==> src/rtl/hazard_stall_ctrl.sv <==
// Pipeline sequencer: load-use stalls, taken-branch flushes, data-memory waits with timeout fault.
// Define PERF_CNT_EN to build the saturating stall/flush performance counters.
module hazard_stall_ctrl #(
    parameter int unsigned REG_W       = 5,
    parameter int unsigned ZERO_REG    = 31,
    parameter int unsigned MEM_TIMEOUT = 15,
    parameter int unsigned CNT_W       = 16
) (
    input  logic             clk,
    input  logic             reset,
    input  logic [REG_W-1:0] id_rn,
    input  logic [REG_W-1:0] id_rm,
    input  logic             id_uses_rn,
    input  logic             id_uses_rm,
    input  logic [REG_W-1:0] ex_rd,
    input  logic             ex_mem_read,
    input  logic             ex_reg_write,
    input  logic             id_br_taken,
    input  logic             mem_req,
    input  logic             mem_ready,
    output logic             front_en,
    output logic             back_en,
    output logic             ifid_flush,
    output logic             idex_bubble,
    output logic             mem_fault,
    output logic [CNT_W-1:0] stall_cycles,
    output logic [CNT_W-1:0] flush_count
);

    localparam int unsigned WAIT_W = $clog2(MEM_TIMEOUT + 1);

    typedef enum logic [1:0] {
        RUN,
        MEM_WAIT,
        FAULT
    } state_t;

    state_t            state;
    logic [WAIT_W-1:0] wait_cnt;
    logic              lu_hz;
    logic              mem_stall;

    always_comb begin
        lu_hz = ex_mem_read && ex_reg_write && (ex_rd != REG_W'(ZERO_REG)) &&
                ((id_uses_rn && (id_rn == ex_rd)) || (id_uses_rm && (id_rm == ex_rd)));
        // A dropped mem_req in MEM_WAIT retires the wait just like mem_ready.
        mem_stall = mem_req && !mem_ready;
    end

    always_comb begin
        front_en    = 1'b1;
        back_en     = 1'b1;
        ifid_flush  = 1'b0;
        idex_bubble = 1'b0;
        if (reset) begin
            front_en    = 1'b0;
            back_en     = 1'b0;
            ifid_flush  = 1'b1;
            idex_bubble = 1'b1;
        end else if (state == FAULT || mem_stall) begin
            front_en = 1'b0;
            back_en  = 1'b0;
        end else if (lu_hz) begin
            front_en    = 1'b0;
            idex_bubble = 1'b1;
        end else if (id_br_taken) begin
            ifid_flush = 1'b1;
        end
        mem_fault = (state == FAULT) && !reset;
    end

    always_ff @(posedge clk) begin
        if (reset) begin
            state    <= RUN;
            wait_cnt <= '0;
        end else begin
            case (state)
                RUN: begin
                    if (mem_stall) begin
                        state    <= MEM_WAIT;
                        wait_cnt <= '0;
                    end
                end
                MEM_WAIT: begin
                    if (!mem_stall) begin
                        state <= RUN;
                    end else begin
                        wait_cnt <= wait_cnt + WAIT_W'(1);
                        if (wait_cnt == WAIT_W'(MEM_TIMEOUT - 1)) begin
                            state <= FAULT;
                        end
                    end
                end
                FAULT:   state <= FAULT;
                default: state <= RUN;
            endcase
        end
    end

`ifdef PERF_CNT_EN
    always_ff @(posedge clk) begin
        if (reset) begin
            stall_cycles <= '0;
            flush_count  <= '0;
        end else begin
            if (!front_en && (stall_cycles != '1)) begin
                stall_cycles <= stall_cycles + CNT_W'(1);
            end
            if (ifid_flush && (flush_count != '1)) begin
                flush_count <= flush_count + CNT_W'(1);
            end
        end
    end
`else
    always_comb begin
        stall_cycles = '0;
        flush_count  = '0;
    end
`endif

endmodule

==> config.mk <==
export PLATFORM = sky130hd
export DESIGN_NAME = hazard_stall_ctrl
export DESIGN_NICKNAME = d
export VERILOG_FILES = /design/src/rtl/hazard_stall_ctrl.sv
export SDC_FILE = /design/constraint.sdc
export NUM_CORES = 1
export LEC_CHECK = 0
export CORE_MARGIN = 3
export CORE_UTILIZATION = 29
export CTS_CLUSTER_DIAMETER = 30
export DETAILED_ROUTE_END_ITERATION = 10
export GPL_TIMING_DRIVEN = 0
export PLACE_DENSITY_LB_ADDON = 0.08
export SYNTH_ARGS = -nofsm -noshare
export SYNTH_HDL_FRONTEND = slang
export SYNTH_SLANG_ARGS = --single-unit
==> constraint.sdc <==
create_clock -name clk -period 1.16 [get_ports clk]
set_input_delay 0.174 -clock clk [delete_from_list [all_inputs] [get_ports clk]]
set_output_delay 0.174 -clock clk [all_outputs]
set_load 0.02 [all_outputs]
Word level (Yosys, flattened, before mapping)
Index checks and enable logic that the tools add are counted.
{ "classes": {"n_addsub": 1, "n_eq_ne": 9, "n_mux": 19, "reduce_logical": 15} }
{ "op_table": {"columns": ["cell", "count"], "rows": [
  ["$mux 1", 12],
  ["$eq 5x5->1", 2],
  ["$mux 4", 2],
  ["$pmux 4 s2", 1],
  ["$logic_and 1x1->1", 7],
  ["$mux 2", 3],
  ["$pmux 2 s3", 1],
  ["$ne 5x5->1 const B", 1],
  ["$add 4x1->4 const B", 1],
  ["$eq 4x4->1 const B", 1],
  ["$ne 2x2->1 const B", 2],
  ["$ne 3x3->1 const B", 1],
  ["$reduce_and 3->1", 1],
  ["$eq 2x1->1 const B", 1],
  ["$eq 2x2->1 const B", 1],
  ["$logic_not 1->1", 2],
  ["$logic_not 2->1", 1],
  ["$logic_or 1x1->1", 2],
  ["$reduce_and 2->1", 1],
  ["$reduce_bool 2->1", 1]
]} }
{ "totals": {"reg_bits": 6, "inputBits": 24, "out_inout_bits": 37, "word_cells": 46} }

Longest topological paths before layout
Gate-level depths: netlist of the first run.
{ "depth": {"depth_word": 7, "mapped_depth": 5} }

Least setup slack after synthesis of the first run
Ideal clock, no wire load.
{ "synth_path": {"path_kind": "flip-flop to output port", "start": "register state[0]", "end": "output port front_en", "t_arrival_ns": 1.381, "setup_slack_ns": -0.395, "stages_incl_launch_ff": 5, "path_buffers": 0, "path_cell_list": "dfxtp_1 > nand2b_1 > a21boi_2 > and2b_1 > a21boi_1"} }
{ "synth_via": {"elab_chain_len": 4} }
{ "synth_rtl": {"columns": ["element", "line_no", "source"], "rows": [
  ["start, declared", "38", "state_t state;"],
  ["start signal, assigned", "74", "state <= RUN;"],
  ["start signal, assigned", "80", "state <= MEM_WAIT;"],
  ["start signal, assigned", "86", "state <= RUN;"],
  ["$eq 2x2->1", "60", "end else if (state == FAULT || mem_stall) begin"],
  ["$logic_or 1x1->1", "60", null],
  ["$mux 1", "60", null],
  ["$mux 1", "55", "if (reset) begin"],
  ["end, declared", "21", "output logic front_en,"]
]} }
No other way between the ends.

Worst setup path in the final report of the first run
Same ends and word-level chain as after synthesis.

==> results of run 1 <==
==> area by class of cell <==
cell class                 count  area, sq um
fill                         246         1007
multi-input combinational     85        553.0
timing repair buffer          35        307.8
buffer                        33        254.0
sequential                     6        131.4
tap                           28        35.03
clock buffer                   3        22.52
inverter                       2        7.507
==> cell families (layout without fill, tap and decap cells) <==
| kind of cell | after synthesis | after routing |
|---|---|---|
| buf+inv | 36 | 73 |
| fa+ha+maj | 2 | 2 |
| compound gates | 14 | 14 |
| xor+xnor | 10 | 10 |
| simple gates | 27 | 27 |
| flops | 6 | 6 |
| other cells | 1 | 32 |
==> routing by layer <==
metal / vias to the layer above / track usage [%]
met4: 0 / 1.017
met3: 0 / 3.908
met2: 41 / 22.28
met1: 314 / 12.47
li1: 392 / -
met5: - / 0
==> where the power goes <==
group,switching [mW],total [mW],internal (mW)
combinational,0.199,0.399,0.199
clock,0.0718,0.189,0.117
sequential,0.00163,0.205,0.204
==> metrics by stage <==
stage / cell area (sq um) / setup slack (ns)
after floorplan: 887.1 / -0.1404
after global placement: 1202 / -1.177
after detailed placement: 1202 / -1.196
after CTS: 1296 / -0.3375
after global routing: 1311 / -0.3837
final: 1311 / -0.3320
==> Yosys cell counts (2+ instances only) <==
| master | number |
|---|---|
| ha_1 | 2 |
| nand2_1 | 7 |
| nor2_1 | 3 |
| nand3_1 | 4 |
| xnor2_1 | 10 |
| inv_1 | 2 |
| dfxtp_1 | 6 |
| nand4_1 | 2 |
| a21oi_1 | 6 |
| o21ai_1 | 2 |
| buf_4 | 32 |
==> sequential cells by signal, summed over array words and instances, names as in the netlist <==
name,count
state,2
wait_cnt,4
==> worst max-delay path, delay by kind of cell, from the launching register on <==
| kind | cells | cell delay [ns] |
|---|---|---|
| simple gates | 2 | 0.27 |
| flops | 1 | 0.34 |
| compound gates | 2 | 0.33 |
| buf+inv | 1 | 0.13 |
==> repair_timing <==
item | 4_1_cts | 5_1_grt
setup endpoints to repair | 10 | 11
hold buffers | 0 | 0
setup buffers | 5 | 3
pin swaps | 17 | 9
resized for setup | 59 | 14
==> final timing paths <==
path | startpoint | end | depth (start not counted) | slack (ns)
worst min-delay path | mem_ready | state[1] | 4 | 0.44
worst max-delay path | state[0] | front_en | 5 | -0.33
worst min register to register | wait_cnt[0] | wait_cnt[0] | 2 | 0.49
worst max register to register | state[1] | wait_cnt[3] | 4 | 0.01
==> flow_metrics.py, run 1 <==
metrics = {
    "power": {
        "total_power_uw": 792.4,
        "p_leak_nw": 0.6651,
        "peakVddDrop_uv": 487.6,
        "power_density_nw_per_um2": 604.3,
    },
    "final_layout": {
        "nets": 192,
        "utilization_pct": 56.56,
        "layout_common_cells": "buf_4 (39), conb_1 (32), dlygate4sd2_1 (13), xnor2_1 (10), clkdlybuf4s50_1 (6)",
        "num_antenna_cells": 0,
        "final_common_cell": "buf_4",
        "fin_cells": 192,
        "layout-drive-gt1-share_pct": 43.90,
        "area_growth_pct": 77.63,
    },
    "yosys": {
        "synthXorXnorAreaFrac_pct": 11.86,
        "synth_fa_ha_area_share_pct": 3.390,
        "synth_cell_types": 31,
        "netlist.area_leader.share_pct": 32.54,
        "ys_warn_count": 0,
        "synthArstFlopShare_pct": 0,
        "ys_ff_latch": 6,
        "synth_area_leaders": "buf_4 (33%), dfxtp_1 (16%), xnor2_1 (12%)",
        "synth_mux_area_share_pct": 0,
        "synth-compound-area-share_pct": 12.20,
        "yosysSeqAreaShare_pct": 16.27,
        "syn_area_sq_um": 738.2,
        "synth_area_leader_cell": "buf_4",
        "ys.flop_type": "dfxtp_1",
        "syn_avg_cell_area_sq_um": 7.690,
        "synth_edf_count": 0,
        "synth-simple-area-share_pct": 21.02,
        "synth_top_family_by_area": "buffers and inverters",
        "synth_cells": 96,
    },
    "placed_design": {
        "dp_hpwl_microns": 1493,
        "placed_cells": 183,
        "portBuffers": 28,
        "place.gp.congestion": 0.7733,
    },
    "setup_path": {
        "startpoint_type": "flip-flop",
        "cpMostUsedCell": "a21boi_4",
        "crit_chain": "nand2b_4 > a21boi_4 > and2b_2 > a21boi_4 > buf_6",
        "cp_slowest_stage_delay_ns": 0.34,
        "critPathArrivalTime_ns": 1.32,
        "cpMaxStageDelayCell": "dfxtp_4",
        "criticalPathCategory": "reg2out",
        "cp-end-kind": "primary output",
        "crit_fanout": 2,
        "crit_required_ns": 0.99,
    },
    "drt": {
        "met3_length_microns": 209,
        "dr_wl_met2_microns": 992,
        "vias": 747,
        "viasPerCell": 3.891,
        "wl_per_cell_microns": 9.625,
        "wirelength_microns": 1848,
        "drc_errors": 0,
        "drt-initial-drc-count": 9,
        "firstDrtPassIters": 4,
        "wirelength_met1_microns": 646,
        "top_layer": "met3",
        "drtAntennaViolNets": 0,
    },
    "clock_network": {
        "clk_pin_slew_ns": 0.04,
        "cts_sinks": 6,
        "htreeDepth": 1,
        "insertion_delay_ns": 0.24,
        "cts_buffer_depth": 2,
        "cts_root_buffer": "clkbuf_4",
        "numCtsBuffers": 3,
        "tritoncts": "done",
    },
    "timing": {
        "rsz0062_at_grt": "yes",
        "fin_tns_setup_ns": -1.349,
        "hold_viol_final": 0,
        "fin_skew_ns": 0.001076,
        "period_needed_ns": 1.492,
        "drv_slew": 0,
        "finalWorstSetupSlack_ns": -0.3320,
        "setup_viol": 5,
        "max_freq_mhz": 670.2,
        "period_share_pct": 128.6,
        "hold_ws_ns": 0.4380,
    },
    "global_route": {
        "antenna_found_initial": 0,
        "grt_pass1_vias": 720,
        "grt_max_degree": 11,
        "grt_util_all_layers_pct": 11.59,
        "grt_pass1_wl_microns": 3036,
        "grt-ovfl-total": 0,
    },
    "die": {
        "core_area_sq_um": 2318,
        "ios": 61,
        "die_x_microns": 56.46,
        "die_y_microns": 56.46,
        "rows": 17,
        "start_util_pct": 31.84,
        "dieArea_sq_um": 3187,
    },
    "hold_path": {
        "hold_class": "in2reg",
    },
    "outcome": {
        "violations": "negative setup slack",
        "status": "finished with violations",
    },
    "run": {
        "maxCapViolCount": 0,
    },
}
Note: power is estimated with default switching activity, not from simulation.
==> inputs of run 2 (changes only) <==
Settings changed: CORE_UTILIZATION 29 to 26, PLACE_DENSITY from default to 0.68, PLACE_DENSITY_LB_ADDON 0.08 to default.
==> run 2 against run 1 <==
  * The flow still finishes with violations (negative setup slack)
  * Critical path type unchanged
  * Largest power group unchanged
  * Core utilization decreased by 4.3 points
  * Non-clock buffer count increased by 1
  * Clock power about the same
  * Worst hold slack improved by 0.018 ns
  * Clock skew decreased by 0.00058 ns
  * Critical endpoint unchanged
==> flow_metrics.py, run 2 (synthesized netlist as in run 1, its figures left out) <==
metrics = {
    "setup_path": {
        "crit_chain": "nand2b_4 > a21boi_4 > and2b_2 > a21boi_4 > buf_6",
        "cpMaxStageDelayCell": "dfxtp_4",
        "cp_slowest_stage_delay_ns": 0.34,
        "cp-end-kind": "primary output",
        "crit_fanout": 2,
        "criticalPathCategory": "reg2out",
        "cpMostUsedCell": "a21boi_4",
        "critPathArrivalTime_ns": 1.32,
        "startpoint_type": "flip-flop",
        "crit_required_ns": 0.99,
    },
    "global_route": {
        "grt_pass1_vias": 716,
        "grt_pass1_wl_microns": 3001,
        "grt_util_all_layers_pct": 11.50,
        "grt_max_degree": 11,
        "antenna_found_initial": 0,
        "grt-ovfl-total": 0,
    },
    "clock_network": {
        "htreeDepth": 1,
        "clk_pin_slew_ns": 0.04,
        "insertion_delay_ns": 0.24,
        "cts_buffer_depth": 2,
        "ctsHoldBuffers": 0,
        "numCtsBuffers": 3,
        "cts_root_buffer": "clkbuf_4",
        "cts_sinks": 6,
        "tritoncts": "done",
    },
    "timing": {
        "hold_ws_ns": 0.4558,
        "fin_skew_ns": 0.0004992,
        "fin_tns_setup_ns": -1.524,
        "finalWorstSetupSlack_ns": -0.3382,
        "max_freq_mhz": 667.4,
        "setup_viol": 5,
        "hold_viol_final": 0,
        "drv_slew": 0,
        "period_needed_ns": 1.498,
        "period_share_pct": 129.2,
        "rsz0062_at_grt": "yes",
    },
    "final_layout": {
        "final_common_cell": "buf_4",
        "largest_register_ffs": 4,
        "layout_common_cells": "buf_4 (38), conb_1 (32), dlygate4sd2_1 (13), xnor2_1 (10)",
        "nets": 193,
        "layout-drive-gt1-share_pct": 43.64,
        "multiInputGateArea_sq_um": 563.0,
        "area_growth_pct": 83.22,
        "num_antenna_cells": 0,
        "fill_cells": 263,
        "final-seq-area_sq_um": 130.1,
        "regMostFlops": "wait_cnt",
        "utilization_pct": 52.22,
        "largestRegisters": "wait_cnt x4, state x2",
    },
    "outcome": {
        "violations": "negative setup slack",
        "status": "finished with violations",
    },
    "drt": {
        "firstDrtPassIters": 4,
        "wirelength_microns": 1985,
        "drt-initial-drc-count": 9,
        "viasPerCell": 3.779,
        "wl_per_cell_microns": 10.18,
        "drc_errors": 0,
        "drtAntennaViolNets": 0,
        "vias": 737,
    },
    "placed_design": {
        "dp_hpwl_microns": 1615,
        "place.gp.congestion": 0.7475,
        "portBuffers": 28,
    },
    "die": {
        "die_x_microns": 59.29,
        "ios": 61,
        "core_area_sq_um": 2590,
        "rows": 18,
        "dieArea_sq_um": 3515,
        "start_util_pct": 28.50,
        "die_y_microns": 59.29,
    },
    "power": {
        "power_density_nw_per_um2": 586.9,
        "p_leak_nw": 0.6680,
        "peakVddDrop_uv": 542.6,
    },
    "run": {
        "maxCapViolCount": 0,
    },
    "hold_path": {
        "hold_class": "in2reg",
    },
}
==> run 2: area by class of cell <==
class,instances,area share [%]
timing repair buffer,36,24.98
clock buffer,3,1.665
tap,30,2.775
buffer,33,18.78
multi-input combinational,85,41.63
sequential,6,9.621
inverter,2,0.5550
==> run 2: per-stage QoR <==
stage,power (mW),cell area (sq um),cells,setup slack (ns)
detailed placement,0.5979,1205,185,-1.199
global route,0.8492,1353,195,-0.4181
global placement,0.5954,1205,185,-1.169
finish,0.7938,1353,195,-0.3382
floorplan,0.4778,887.1,127,-0.1404
CTS,0.7963,1321,196,-0.3381
==> run 2: path summary, 6_finish.rpt <==
check,to,startpoint,cells past startpoint,slack (ns)
max,front_en,state[0],5,-0.34
min,wait_cnt[0],mem_ready,4,0.46
max reg2reg,wait_cnt[3],state[1],4,0.01
min reg2reg,wait_cnt[0],wait_cnt[0],2,0.47
==> run 2: power breakdown <==
part	internal, mW	switching (mW)
clock network	0.117	0.0707
logic	0.199	0.201
registers	0.206	0.00146
total	0.521	0.273
==> run 2: timing repair <==
action / CTS / global route
gates resized for setup: 61 / 13
endpoints found under the setup margin: 10 / 10
buffers inserted: 8 / 0
pin swaps: 16 / 1
==> run 2: worst max-delay path, delay by kind of cell, from the launching register on <==
family                 cells  cell delay [ns]
AND/OR/NAND/NOR            2             0.28
buffers and inverters      1             0.13
flip-flops                 1             0.34
AO/OA/AOI/OAI              2             0.33
==> run 2: metal layers <==
layer / wire [microns] / up-vias / track usage (%) / share of wire, %
met2: 1075 / 31 / 20.44 / 54
met3: 185 / 0 / 5.229 / 9.3
met4: 0 / 0 / 0.9709 / 0
met1: 724 / 315 / 12.98 / 36
met5: 0 / - / 0 / 0
li1: - / 391 / - / -
